--- config.mk ---
export PLATFORM = sky130hd
export DESIGN_NAME = rf_writeback_arbiter_flat
export DESIGN_NICKNAME = d
export VERILOG_FILES = /design/src/rtl/rf_writeback_arbiter_if.sv /design/src/rtl/rf_writeback_arbiter.sv /design/src/flat_wrapper.sv
export SDC_FILE = /design/constraint.sdc
export NUM_CORES = 1
export LEC_CHECK = 0
export ABC_AREA = 1
export CAP_MARGIN = 20
export CORE_AREA = 5 5 205 207
export CTS_BUF_LIST = sky130_fd_sc_hd__clkbuf_4 sky130_fd_sc_hd__clkbuf_8
export CTS_CLUSTER_DIAMETER = 80
export DETAILED_ROUTE_END_ITERATION = 12
export DIE_AREA = 0 0 210 212
export PLACE_DENSITY_LB_ADDON = 0.08
export SETUP_SLACK_MARGIN = 0.1
export SLEW_MARGIN = 15
export SYNTH_ARGS = -nofsm -noshare
export SYNTH_HDL_FRONTEND = slang
export SYNTH_SLANG_ARGS = --single-unit
--- constraint.sdc ---
create_clock -name clk -period 5.6 [get_ports clk]
set_clock_uncertainty 0.1 [all_clocks]
set_input_delay 0.56 -clock clk [delete_from_list [all_inputs] [get_ports clk]]
set_output_delay 0.56 -clock clk [all_outputs]
set_load 0.02 [all_outputs]
--- src/rtl/rf_writeback_arbiter_if.sv ---
// rf_writeback_arbiter_if: writeback request channels, register-file write port and hazard status.
interface rf_writeback_arbiter_if #(parameter int XLEN = 32);
  logic            alu_valid;
  logic            alu_ready;
  logic [4:0]      alu_rd;
  logic [XLEN-1:0] alu_data;
  logic            lsu_valid;
  logic            lsu_ready;
  logic [4:0]      lsu_rd;
  logic [XLEN-1:0] lsu_data;
  logic            rf_hold;
  logic            rf_we;
  logic [4:0]      rf_wa;
  logic [XLEN-1:0] rf_wdata;
  logic [31:0]     pending;
  logic [31:0]     wb_count;
  modport slave (
    input  alu_valid, alu_rd, alu_data, lsu_valid, lsu_rd, lsu_data, rf_hold,
    output alu_ready, lsu_ready, rf_we, rf_wa, rf_wdata, pending, wb_count
  );
  modport master (
    output alu_valid, alu_rd, alu_data, lsu_valid, lsu_rd, lsu_data, rf_hold,
    input  alu_ready, lsu_ready, rf_we, rf_wa, rf_wdata, pending, wb_count
  );
endinterface

--- src/rtl/rf_writeback_arbiter.sv ---
// rf_writeback_arbiter: arbitrates ALU/LSU writebacks into an in-order FIFO feeding the register-file write port.
module rf_writeback_arbiter #(
  parameter int DEPTH = 4,
  parameter int XLEN  = 32
) (
  input logic clk,
  input logic reset,
  rf_writeback_arbiter_if.slave bus
);
  localparam int PW = $clog2(DEPTH);
  localparam int CW = PW + 1;
  logic [PW-1:0]   wr_q, wr_d, rd_q, rd_d, alu_wa;
  logic [CW-1:0]   count_q, count_d, free;
  logic [1:0]      starve_q, starve_d;
  logic [31:0]     wb_q, wb_d, pend;
  logic [4:0]      rd_mem_q [DEPTH];
  logic [XLEN-1:0] data_mem_q [DEPTH];
  logic            both, lsu_rdy, alu_rdy, push_l, push_a, pop;
  always_comb begin
    free     = CW'(DEPTH) - count_q;
    both     = bus.alu_valid && bus.lsu_valid;
    // With a single free slot and both sources asking, LSU wins unless the ALU has been starved twice.
    lsu_rdy  = !reset && |free && (!both || free >= CW'(2) || starve_q != 2'd2);
    alu_rdy  = !reset && |free && (!both || free >= CW'(2) || starve_q == 2'd2);
    push_l   = bus.lsu_valid && lsu_rdy && |bus.lsu_rd;
    push_a   = bus.alu_valid && alu_rdy && |bus.alu_rd;
    pop      = !reset && |count_q && !bus.rf_hold;
    alu_wa   = wr_q + PW'(push_l);
    wr_d     = alu_wa + PW'(push_a);
    rd_d     = rd_q + PW'(pop);
    count_d  = count_q + CW'(push_l) + CW'(push_a) - CW'(pop);
    starve_d = (bus.alu_valid && alu_rdy) ? 2'd0 :
               (both && lsu_rdy && starve_q != 2'd2) ? starve_q + 2'd1 : starve_q;
    wb_d     = wb_q + 32'(pop);
    pend     = '0;
    for (int i = 0; i < DEPTH; i++)
      if (CW'(i) < count_q) pend[rd_mem_q[rd_q + PW'(i)]] = 1'b1;
  end
  always_ff @(posedge clk) begin
    if (reset) begin
      wr_q     <= '0;
      rd_q     <= '0;
      count_q  <= '0;
      starve_q <= '0;
      wb_q     <= '0;
    end else begin
      wr_q     <= wr_d;
      rd_q     <= rd_d;
      count_q  <= count_d;
      starve_q <= starve_d;
      wb_q     <= wb_d;
    end
  end
  always_ff @(posedge clk) begin
    if (push_l) begin
      rd_mem_q[wr_q]   <= bus.lsu_rd;
      data_mem_q[wr_q] <= bus.lsu_data;
    end
    if (push_a) begin
      rd_mem_q[alu_wa]   <= bus.alu_rd;
      data_mem_q[alu_wa] <= bus.alu_data;
    end
  end
  assign bus.lsu_ready = lsu_rdy;
  assign bus.alu_ready = alu_rdy;
  assign bus.rf_we     = pop;
  assign bus.rf_wa     = rd_mem_q[rd_q];
  assign bus.rf_wdata  = data_mem_q[rd_q];
  assign bus.pending   = reset ? '0 : pend;
  assign bus.wb_count  = wb_q;
endmodule
--- src/flat_wrapper.sv ---
// flat-port wrapper written by rule: the top's interface ports become plain ports
module rf_writeback_arbiter_flat 
#(
  parameter int DEPTH = 4,
  parameter int XLEN  = 32
)
  (clk, reset, bus_alu_valid, bus_alu_rd, bus_alu_data, bus_lsu_valid, bus_lsu_rd, bus_lsu_data, bus_rf_hold, bus_alu_ready, bus_lsu_ready, bus_rf_we, bus_rf_wa, bus_rf_wdata, bus_pending, bus_wb_count);
  rf_writeback_arbiter_if #(.XLEN(XLEN)) bus_i ();
  input logic clk;
  input logic reset;
  input wire logic [$bits(bus_i.alu_valid)-1:0] bus_alu_valid;
  input wire logic [$bits(bus_i.alu_rd)-1:0] bus_alu_rd;
  input wire logic [$bits(bus_i.alu_data)-1:0] bus_alu_data;
  input wire logic [$bits(bus_i.lsu_valid)-1:0] bus_lsu_valid;
  input wire logic [$bits(bus_i.lsu_rd)-1:0] bus_lsu_rd;
  input wire logic [$bits(bus_i.lsu_data)-1:0] bus_lsu_data;
  input wire logic [$bits(bus_i.rf_hold)-1:0] bus_rf_hold;
  output wire logic [$bits(bus_i.alu_ready)-1:0] bus_alu_ready;
  output wire logic [$bits(bus_i.lsu_ready)-1:0] bus_lsu_ready;
  output wire logic [$bits(bus_i.rf_we)-1:0] bus_rf_we;
  output wire logic [$bits(bus_i.rf_wa)-1:0] bus_rf_wa;
  output wire logic [$bits(bus_i.rf_wdata)-1:0] bus_rf_wdata;
  output wire logic [$bits(bus_i.pending)-1:0] bus_pending;
  output wire logic [$bits(bus_i.wb_count)-1:0] bus_wb_count;
  assign bus_i.alu_valid = bus_alu_valid;
  assign bus_i.alu_rd = bus_alu_rd;
  assign bus_i.alu_data = bus_alu_data;
  assign bus_i.lsu_valid = bus_lsu_valid;
  assign bus_i.lsu_rd = bus_lsu_rd;
  assign bus_i.lsu_data = bus_lsu_data;
  assign bus_i.rf_hold = bus_rf_hold;
  assign bus_alu_ready = bus_i.alu_ready;
  assign bus_lsu_ready = bus_i.lsu_ready;
  assign bus_rf_we = bus_i.rf_we;
  assign bus_rf_wa = bus_i.rf_wa;
  assign bus_rf_wdata = bus_i.rf_wdata;
  assign bus_pending = bus_i.pending;
  assign bus_wb_count = bus_i.wb_count;
  rf_writeback_arbiter #(.DEPTH(DEPTH), .XLEN(XLEN)) u_core (.clk(clk), .reset(reset), .bus(bus_i));
endmodule
==> impl_results.md, run 1 <==
- Internal power: 2.86 mW
- # clock sinks: 189
- Number of flops mapped to enable cells by yosys: 148
- Placed insts: 2325
- Tcrit/Tclk final: 76.2%
- Commonest cells in the netlist: 718 x nand2_1, 280 x nand3_1, 148 x edfxtp_1
- Wirelength, routed: 41200 um
- Setup bufs post-CTS: 0
- PD cells: 350 mW/mm^2
- Pin count of the biggest net entering global routing: 69
- Post-DP HPWL: 27900 um
- CTS H-Tree Depth: 4
- Worst Path Required: 5.70 ns
- Post-Layout Cell Count: 2359
- Post-CTS resize count: 0
- Clk Latency, worst-skew pair: 0.51 ns
- Placed Area: 0.0141 mm^2
- WL met1: 18800 um
- Met3 WL: 2080 um
- VDD IR max: 0.173 mV
- Sequential cell area: 0.00527 mm^2
- Worst Setup Start Kind: flop
- Number of buffers created by CTS: 17
- Post-route cell area: 0.0146 mm^2
- Syn avg cell area: 7.05 um^2
- Initial antenna violation count: 1
- Nets: 1907
- First-pass GRT wire length: 64000 um
- Die width: 210 um
- Number of max-cap violations: 0
- CTS clk-pin slew, worst paths: 0.11 ns
- Syn Nets: 1772
- #FFs+latches synth: 189
- Area leader, netlist: edfxtp_1
- Detail Route Antenna Nets: 0
- Initial core utilization: 29.5%
- Largest cells by area after synthesis: edfxtp_1 38%, nand2_1 23%, nand3_1 12%
- Detailed-route via count: 11583
- Most instantiated library cell after synthesis: nand2_1
- Final hold slack: 0.386 ns
- Worst-Margin Slew: 0.999 ns
- Status: finished clean
- GRT overflow: 0
- WL/cell: 17.5 um
- Synth cell types: 35
- Pins Over Slew Limit: 0
- Final setup viols: 0
- CTS tree: built
- Fillers: 4276
- Bufs on Longest Clock Path: 2
- GPL Wtd Cong: 0.873
- Post-Syn Instances: 1678
- Endpoints failing hold: 0
- RSZ-0062 raised after global routing: false
- NetSw: 2.24 mW
- Core area: 0.0402 mm^2
- GRT Util Overall: 18.2%
- Share of layout cells above drive strength 1: 5.20%
- Average vias per placed instance: 4.91
- Area growth, synth to finish: 23.1%
- CTS root buffer: clkbuf_8
- FP Rows: 74
- Sequential share of power: 35.6%
- Die Height: 212 um
- Relative slew slack: 33.1%
- DRT iter0 DRCs: 855
- I/O pin cnt: 183
- Sequential element share of the synthesized area: 44.5%
- Min-delay worst type: reg2reg
- Cts hold-fix bufs: 0
- Post-synthesis async set-or-reset flop share: 0%
- Switching part of the total: 43.9%
- Clock Power Share: 19.2%
- Setup TNS: 0 ns
- Worst path arrival time: 4.37 ns
- Synth Warn #: 0
- Final min period: 4.27 ns
- Leak: 5.97 nW
- Worst setup EP type: flop
- Detail Route met2 WL: 19800 um
- Share of the synthesized area in the top cell type: 37.6%
- TritonRoute pass-1 iters: 5
- Mapped Area: 0.0118 mm^2
- Area of the multi-input gates: 0.00594 mm^2
- Port Buffer Count: 182
- # DRC: 0
- Uppermost layer routed: met5
- Critical path type: reg2reg
- Vias in the first global route: 11002
- Comb pwr share: 45.2%
- Fmax: 234 MHz
- Crit-path max FO: 27
- Die area: 0.0445 mm^2
- Top_reg_cell synth: edfxtp_1
-- metal layers --
layer	up-vias	track usage (%)
li1	5792	-
met1	5410	24.7
met2	340	30.7
met3	39	3.22
met4	2	4.19
met5	-	0
-- per-stage QoR --
stage	total power [mW]	utilization (%)	worst slack [ns]
finish	5.10	36.3	1.33
global route	5.44	36.3	0.984
CTS	5.16	36.2	1.20
detailed placement	4.17	35.2	1.13
global placement	4.16	35.2	1.12
floorplan	3.22	-	1.00
-- cell usage in the layout (no fill, tap or decap), types with 4 or more instances in the layout --
cell               n
xor2_1             6
nand3_1          280
inv_6              8
nor3_1            19
nor2_1           142
edfxtp_1         148
o21ai_1           10
a22oi_1           32
nor2_4             5
inv_2              4
dfxtp_1           39
ha_1              13
clkbuf_8          17
o21ai_4            4
nand4_1           11
inv_1             76
or2_2              4
nand2_1          718
nor2_2            16
buf_4             20
o21ai_0           15
a21oi_1           25
clkdlybuf4s50_1  181
-- area by class of cell --
class                      instances  share of cell area [%]
multi-input combinational       1322                    40.8
inverter                          80                    2.06
clock inverter                    15                    1.18
clock buffer                      17                    1.61
tap                              532                    4.57
timing repair buffer             203                    13.6
sequential                       189                    36.2
antenna                            1                  0.0172
-- power groups by stage --
stage	logic [mW]	registers, mW	clock network, mW
after floorplan	1.37	1.85	0
after global placement	2.31	1.85	0
after detailed placement	2.32	1.85	0
after CTS	2.33	1.82	1.01
after global routing	2.54	1.83	1.06
final	2.31	1.82	0.980
-- registers in the layout, indices dropped and copies added (netlist names) --
name / count
u_core.data_mem_q: 128
u_core.bus.wb_count: 32
u_core.rd_mem_q: 20
u_core.count_q: 3
u_core.rd_q: 2
u_core.starve_q: 2
u_core.wr_q: 2
-- worst max-delay path, cell delays in order, from the launching register on --
cell	delay, ns
dfxtp_1	0.38
inv_1	0.10
ha_1	0.21
ha_1	0.27
inv_1	0.03
nor3_1	0.28
nand2_1	0.10
o21ai_0	0.35
nor2_1	0.15
ha_1	0.22
xnor2_1	0.55
inv_1	0.24
nor2_4	0.14
nand2_1	0.11
o21ai_4	0.40
buf_4	0.35
-- final timing paths --
check,startpoint,end,slack [ns],depth (start not counted)
max reg2reg,u_core.count_q[1],u_core.data_mem_q[0][11],1.33,15
max,u_core.count_q[1],u_core.data_mem_q[0][11],1.33,15
min,u_core.bus.wb_count[31],u_core.bus.wb_count[31],0.39,2
min reg2reg,u_core.bus.wb_count[31],u_core.bus.wb_count[31],0.39,2
-- cells by family (layout without fill, tap and decap cells) --
| family | count (synthesis) | after routing | synth area share [%] |
|---|---|---|---|
| simple gates | 1206 | 1206 | 42.4 |
| flops | 189 | 189 | 44.5 |
| buf+inv | 167 | 315 | 5.96 |
| compound gates | 92 | 92 | 4.74 |
| fa+ha+maj | 15 | 15 | 1.71 |
| xor+xnor | 9 | 9 | 0.666 |
| other cells | 0 | 1 | 0 |
(Power assumes the default switching activity.)
==> inputs of run 2 (changes only) <==
==> constraint.sdc (replaced) <==
create_clock -name clk -period 3.7 [get_ports clk]
set_clock_uncertainty 0.1 [all_clocks]
set_input_delay 0.37 -clock clk [delete_from_list [all_inputs] [get_ports clk]]
set_output_delay 0.37 -clock clk [all_outputs]
set_load 0.02 [all_outputs]
==> impl_results.md, run 2 (synthesis results as in run 1) <==
- CP delay by family, top: simple AND/OR/NAND/NOR gates (unchanged)
- # clock sinks: 189 (unchanged)
- Die area: 0.0445 mm^2 (unchanged)
- GRT Util Overall: 18.8% (was 18.2%)
- GRT overflow: 0 (unchanged)
- Most frequent cells in the layout: 718 x nand2_1, 280 x nand3_1, 156 x clkdlybuf4s50_1 (was 718 x nand2_1, 280 x nand3_1, 181 x clkdlybuf4s50_1)
- Detailed-route via count: 11740 (was 11583)
- Tcrit/Tclk final: 91.7%
- PD cells: 534 mW/mm^2 (was 350 mW/mm^2)
- NetSw: 3.47 mW (was 2.24 mW)
- CTS tree: built (unchanged)
- Clock Power Share: 18.9% (was 19.2%)
- Biggest register: u_core.data_mem_q (unchanged)
- RSZ-0062 raised after global routing: true (was false)
- Slowest CP cell: clkdlybuf4s50_1 (was xnor2_1)
- Setup TNS: 0 ns (unchanged)
- Initial antenna violation count: 1 (unchanged)
- Worst-Margin Slew: 0.748 ns (was 0.999 ns)
- Worst reg-to-reg setup slack: 0.40 ns (was 1.33 ns)
- First-pass GRT wire length: 66400 um (was 64000 um)
- R2R Path Start: u_core.count_q[1] (unchanged)
- GPL Wtd Cong: 0.846 (was 0.873)
- Post-DP HPWL: 29200 um (was 27900 um)
- CTS root buffer: clkbuf_8 (unchanged)
- R2R depth: 15 (unchanged)
- Status: finished clean (unchanged)
- Worst Setup Start Kind: flop (unchanged)
- Leak: 6.71 nW (was 5.97 nW)
- CP peak stage delay: 0.61 ns (was 0.55 ns)
- Clk Latency, worst-skew pair: 0.50 ns (was 0.51 ns)
- Pin count of the biggest net entering global routing: 73 (was 69)
- Hold Path Origin: reset (was u_core.bus.wb_count[31])
- Internal power: 4.68 mW (was 2.86 mW)
- # DRC: 0 (unchanged)
- WP buf/inv: 2 (was 4)
- Bufs on Longest Clock Path: 2 (unchanged)
- Worst Path Required: 3.23 ns (was 5.70 ns)
- Final min period: 3.39 ns
- Switching part of the total: 42.5% (was 43.9%)
- Nets: 1950 (was 1907)
- Average vias per placed instance: 4.89 (was 4.91)
- Final setup viols: 0 (unchanged)
- Die width: 210 um (unchanged)
- Area growth, synth to finish: 28.9% (was 23.1%)
- Commonest non-fill, non-tap cell in the layout: nand2_1 (unchanged)
- Relative slew slack: 50.1% (was 33.1%)
- Number of buffers created by CTS: 17 (unchanged)
- Cts hold-fix bufs: 0 (unchanged)
- N_diodes: 0 (was 1)
- Critical path type: reg2out (was reg2reg)
- WHS Endpoint: u_core.starve_q[0] (was u_core.bus.wb_count[31])
- CP most frequent cell: nand2_1
- Fillers: 4285 (was 4276)
- Share of layout cells above drive strength 1: 8.73% (was 5.20%)
- TritonRoute pass-1 iters: 5 (unchanged)
- Pins Over Slew Limit: 0 (unchanged)
- CTS clk-pin slew, worst paths: 0.11 ns (about the same)
- Initial core utilization: 29.5% (unchanged)
- I/O pin cnt: 183 (unchanged)
- Worst Hold Depth: 5 (was 2)
- DRT iter0 DRCs: 825 (was 855)
- Finished Core Util: 38.0% (was 36.3%)
- Max reg flops: 128 (unchanged)
- Min-delay worst type: in2reg (was reg2reg)
- WL/cell: 17.7 um (was 17.5 um)
- Comb pwr share: 47.3% (was 45.2%)
- Reg2reg end: u_core.data_mem_q[3][16] (was u_core.data_mem_q[0][11])
- Worst setup EP type: output port (was flop)
- Detail Route Antenna Nets: 0 (unchanged)
- Core area: 0.0402 mm^2 (unchanged)
- Vias in the first global route: 11505 (was 11002)
- Number of max-cap violations: 0 (unchanged)
- Fmax: 295 MHz
- FP Rows: 74 (unchanged)
- VDD IR max: 0.298 mV (was 0.173 mV)
- Port Buffer Count: 182 (unchanged)
- Crit-path cells: buf_6 -> nand2_1 -> nand2_4 -> nand2_1 -> nand2_1 -> nand2_1 -> nor2_1 -> nand2_1 -> nand2_1 -> nor2_1 -> nor2_1 -> clkdlybuf4s50_1 (was inv_1 -> ha_1 -> ha_1 -> inv_1 -> nor3_1 -> nand2_1 -> o21ai_0 -> nor2_1 -> ha_1 -> xnor2_1 -> inv_1 -> nor2_4 -> nand2_1 -> o21ai_4 -> buf_4)
- Worst path arrival time: 2.92 ns (was 4.37 ns)
- Wirelength, routed: 42400 um (was 41200 um)
- Endpoints failing hold: 0 (unchanged)
- Crit-path max FO: 26 (was 27)
- CTS H-Tree Depth: 4 (unchanged)
- Die Height: 212 um (unchanged)
- Sequential share of power: 33.8% (was 35.6%)
-- run 2: cell types whose count changed in the layout (fill, tap and decap cells not counted), sizes merged --
cell / before / now
buf: 22 / 65
clkdlybuf4s50: 181 / 156
dlymetal6s2s: 0 / 25
clkbuf: 17 / 21
inv: 89 / 85
clkinv: 4 / 1
bufinv: 2 / 4
diode: 1 / 0
-- run 2: tightest hold or removal path, delay by kind of cell --
kind	cells	cell delay, ns
AND/OR/NAND/NOR	3	0.31
XOR/XNOR	1	0.08
buffers and inverters	1	0.13
-- run 2: worst max-delay path by stage --
stage                       from                       to  cells past startpoint
6_report          u_core.rd_q[1]           bus_pending[7]                     12
4_1_cts           u_core.rd_q[0]           bus_pending[0]                     12
3_5_place_dp   u_core.count_q[1]  u_core.data_mem_q[3][3]                     15
3_3_place_gp   u_core.count_q[1]  u_core.data_mem_q[1][7]                     15
5_1_grt           u_core.rd_q[1]          bus_pending[15]                     12
2_1_floorplan  u_core.count_q[1]  u_core.data_mem_q[0][0]                     16
-- run 2: final cells by class --
class	count	area, um^2	area share (%)
multi-input combinational	1322	6100	40.0
sequential	189	5270	34.5
timing repair buffer	246	2500	16.4
tap	532	666	4.36
inverter	80	303	1.98
clock buffer	21	270	1.77
clock inverter	10	149	0.976
-- run 2: what timing repair did --
item / CTS / global route
setup buffers: 5 / 17
pin swaps: 3 / 7
resized for setup: 27 / 58
endpoints found under the setup margin: 32 / 223
-- run 2: stage by stage --
stage / power (mW) / cells / hold WS (ns) / area, um^2 / setup WS [ns]
2_1_floorplan: 4.85 / 1678 / 0.342 / 11900 / 0.149
3_3_place_gp: 6.43 / 2347 / 0.353 / 14400 / 0.353
3_5_place_dp: 6.44 / 2347 / 0.365 / 14400 / 0.315
4_1_cts: 8.10 / 2383 / 0.275 / 15000 / 0.0922
5_1_grt: 8.66 / 2400 / 0.299 / 15300 / 0.0802
6_report: 8.14 / 2400 / 0.316 / 15300 / 0.307
-- run 2: power groups by stage --
stage,clock (mW),sequential (mW),combinational [mW]
floorplan,0,2.78,2.08
global placement,0,2.80,3.63
detailed placement,0,2.80,3.64
CTS,1.58,2.75,3.76
global route,1.67,2.78,4.22
finish,1.54,2.76,3.85
-- run 2: routing by layer --
layer / up-vias / track usage (%) / wire [um]
met5: - / 0 / 12
met2: 299 / 31.9 / 20600
li1: 5874 / - / -
met1: 5528 / 25.3 / 19100
met3: 37 / 2.97 / 2100
met4: 2 / 4.75 / 619
==> inputs of run 3 (changes only) <==
--- a/config.mk
+++ b/config.mk
@@ -7,11 +7,11 @@
 export LEC_CHECK = 0
 export ABC_AREA = 1
 export CAP_MARGIN = 20
-export CORE_AREA = 5 5 205 207
+export CORE_AREA = 5 5 216 197
 export CTS_BUF_LIST = sky130_fd_sc_hd__clkbuf_4 sky130_fd_sc_hd__clkbuf_8
 export CTS_CLUSTER_DIAMETER = 80
 export DETAILED_ROUTE_END_ITERATION = 12
-export DIE_AREA = 0 0 210 212
+export DIE_AREA = 0 0 221 202
 export PLACE_DENSITY_LB_ADDON = 0.08
 export SETUP_SLACK_MARGIN = 0.1
 export SLEW_MARGIN = 15
==> impl_results.md, run 3 (synthesis results as in run 1) <==
- Min-delay worst type: in2reg (unchanged)
- Pin count of the biggest net entering global routing: 65 (was 73)
- Clk Latency, worst-skew pair: 0.51 ns (was 0.50 ns)
- Detail Route Antenna Nets: 0 (unchanged)
- Share of layout cells above drive strength 1: 9.19% (was 8.73%)
- Dpl ws: 0.252 ns (was 0.315 ns)
- CTS tree: built (unchanged)
- Initial antenna violation count: 0 (was 1)
- Status: finished clean (unchanged)
- # clock sinks: 189 (unchanged)
- N_diodes: 0 (unchanged)
- Number of buffers created by CTS: 17 (unchanged)
- TritonRoute pass-1 iters: 5 (unchanged)
- DRT iter0 DRCs: 938 (was 825)
- CTS clk-pin slew, worst paths: 0.13 ns (was 0.11 ns)
- Final min period: 3.50 ns (was 3.39 ns)
- Vias in the first global route: 11363 (was 11505)
- Leak: 6.43 nW (was 6.71 nW)
- Bufs on Longest Clock Path: 2 (unchanged)
- FP Rows: 70 (was 74)
- Final setup viols: 0 (unchanged)
- Final hold slack: 0.295 ns (was 0.316 ns)
- Commonest non-fill, non-tap cell in the layout: nand2_1 (unchanged)
- Setup TNS: 0 ns (unchanged)
- Critical path type: reg2out (unchanged)
- Area growth, synth to finish: 28.5% (was 28.9%)
- Sequential cell area: 0.00527 mm^2 (about the same)
- Most frequent cells in the layout: 712 x nand2_1, 280 x nand3_1, 166 x clkdlybuf4s50_1 (was 718 x nand2_1, 280 x nand3_1, 156 x clkdlybuf4s50_1)
- CP peak stage delay: 0.61 ns (about the same)
- Worst-Margin Slew: 0.664 ns (was 0.748 ns)
- Max reg flops: 128 (unchanged)
- Crit-path max FO: 15 (was 26)
- Core area: 0.0401 mm^2 (was 0.0402 mm^2)
- CP delay by family, top: buffers and inverters (was simple AND/OR/NAND/NOR gates)
- Placed insts: 2356 (was 2347)
- Nets: 1941 (was 1950)
- Average vias per placed instance: 4.89 (about the same)
- PD cells: 530 mW/mm^2 (was 534 mW/mm^2)
- Biggest register: u_core.data_mem_q (unchanged)
- Placed Area: 0.0144 mm^2 (about the same)
- WL/cell: 17.8 um (was 17.7 um)
- Die area: 0.0446 mm^2 (was 0.0445 mm^2)
- I/O pin cnt: 183 (unchanged)
- # DRC: 0 (unchanged)
- Tcrit/Tclk final: 94.5% (was 91.7%)
- Total power: 8.06 mW (was 8.14 mW)
- CTS root buffer: clkbuf_8 (unchanged)
- RSZ-0062 raised after global routing: true (unchanged)
- Post-route cell area: 0.0152 mm^2 (was 0.0153 mm^2)
- Fillers: 4305 (was 4285)
- Slowest CP cell: clkdlybuf4s50_1 (unchanged)
- Die Height: 202 um (was 212 um)
- Initial core utilization: 29.5% (about the same)
- GRT overflow: 0 (unchanged)
- Crit-path cells: inv_4 -> buf_6 -> nand2_1 -> nand2_1 -> inv_1 -> nand2_1 -> o21ai_1 -> nor2_4 -> buf_4 -> nand2_1 -> nand2_1 -> nor2_1 -> nor2_1 -> clkdlybuf4s50_1 (was buf_6 -> nand2_1 -> nand2_4 -> nand2_1 -> nand2_1 -> nand2_1 -> nor2_1 -> nand2_1 -> nand2_1 -> nor2_1 -> nor2_1 -> clkdlybuf4s50_1)
- Endpoints failing hold: 0 (unchanged)
- CTS H-Tree Depth: 4 (unchanged)
- Worst Setup Start Kind: flop (unchanged)
- Area of the multi-input gates: 0.00618 mm^2 (was 0.00610 mm^2)
- Final WS setup: 0.202 ns (was 0.307 ns)
- Worst path arrival time: 3.03 ns (was 2.92 ns)
- GRT Util Overall: 18.7% (was 18.8%)
- Fmax: 286 MHz (was 295 MHz)
- First-pass GRT wire length: 66600 um (was 66400 um)
- Port Buffer Count: 182 (unchanged)
- GPL Wtd Cong: 0.875 (was 0.846)
- Pins Over Slew Limit: 0 (unchanged)
- Detailed-route via count: 11744 (was 11740)
- Finished Core Util: 37.9% (was 38.0%)
- Post-DP HPWL: 29300 um (was 29200 um)
- CP most frequent cell: nand2_1 (unchanged)
- WP buf/inv: 5 (was 2)
- Worst Path Required: 3.23 ns (about the same)
- Post-Layout Cell Count: 2400 (unchanged)
- Number of max-cap violations: 0 (unchanged)
- Die width: 221 um (was 210 um)
- VDD IR max: 0.315 mV (was 0.298 mV)
- Cts hold-fix bufs: 0 (unchanged)
- Relative slew slack: 55.8% (was 50.1%)
- Worst setup EP type: output port (unchanged)
- Wirelength, routed: 42700 um (was 42400 um)
==> run 3: cell count changes in the layout (fill, tap and decap cells not counted), moves of 4 or more <==
cell	delta
nand2_1	-6
nand2_2	+6
nor2_4	+8
bufinv_16	-4
buf_4	-7
clkinv_8	+5
clkdlybuf4s50_1	+10
dlymetal6s2s_1	-10
nor2_1	-8
==> run 3: area by class of cell <==
cell class | count | share of cell area [%]
Multi-Input combinational cell | 1322 | 40.6
Sequential cell | 189 | 34.7
Timing Repair Buffer | 237 | 15.6
Tap cell | 540 | 4.44
Inverter | 80 | 1.99
Clock buffer | 17 | 1.54
Clock inverter | 15 | 1.14
==> run 3: report_power, final <==
part	total [mW]	internal, mW	switching, mW
combinational	3.87	1.25	2.62
clock	1.43	0.509	0.924
sequential	2.75	2.65	0.104
==> run 3: worst paths after layout <==
kind,depth (start not counted),slack [ns],end,from
worst max-delay path,14,0.20,bus_pending[18],u_core.rd_q[0]
worst min-delay path,5,0.29,u_core.starve_q[0],reset
worst max register to register,16,0.40,u_core.data_mem_q[0][17],u_core.count_q[1]
worst min register to register,2,0.38,u_core.starve_q[1],u_core.starve_q[1]
==> run 3: timing repair <==
item                       CTS  global route
gates resized for setup     33            58
setup endpoints to repair   32           203
cloned                       0             0
buffers inserted             0            12
pin swaps                    1             5
==> run 3: worst register-to-register path, cell delays in order, from the launching register on <==
cell and delay [ns]:
dfxtp_1 0.39, inv_1 0.10, ha_1 0.21, ha_1 0.27, inv_1 0.04, nor3_2 0.16
nand2_1 0.07, o21ai_0 0.25, nor2_1 0.17, ha_2 0.21, xnor2_1 0.20, inv_1 0.14
nor2_4 0.14, nand2_2 0.09, buf_4 0.33, nand2_1 0.14, nand2_1 0.05
==> run 3: routing by layer <==
metal / track usage, % / share of wire, % / vias up
met5: 0 / 0 / -
met4: 4.34 / 1.4 / 0
met3: 2.76 / 4.3 / 32
met2: 31.0 / 47 / 338
met1: 25.9 / 48 / 5517
li1: - / - / 5857
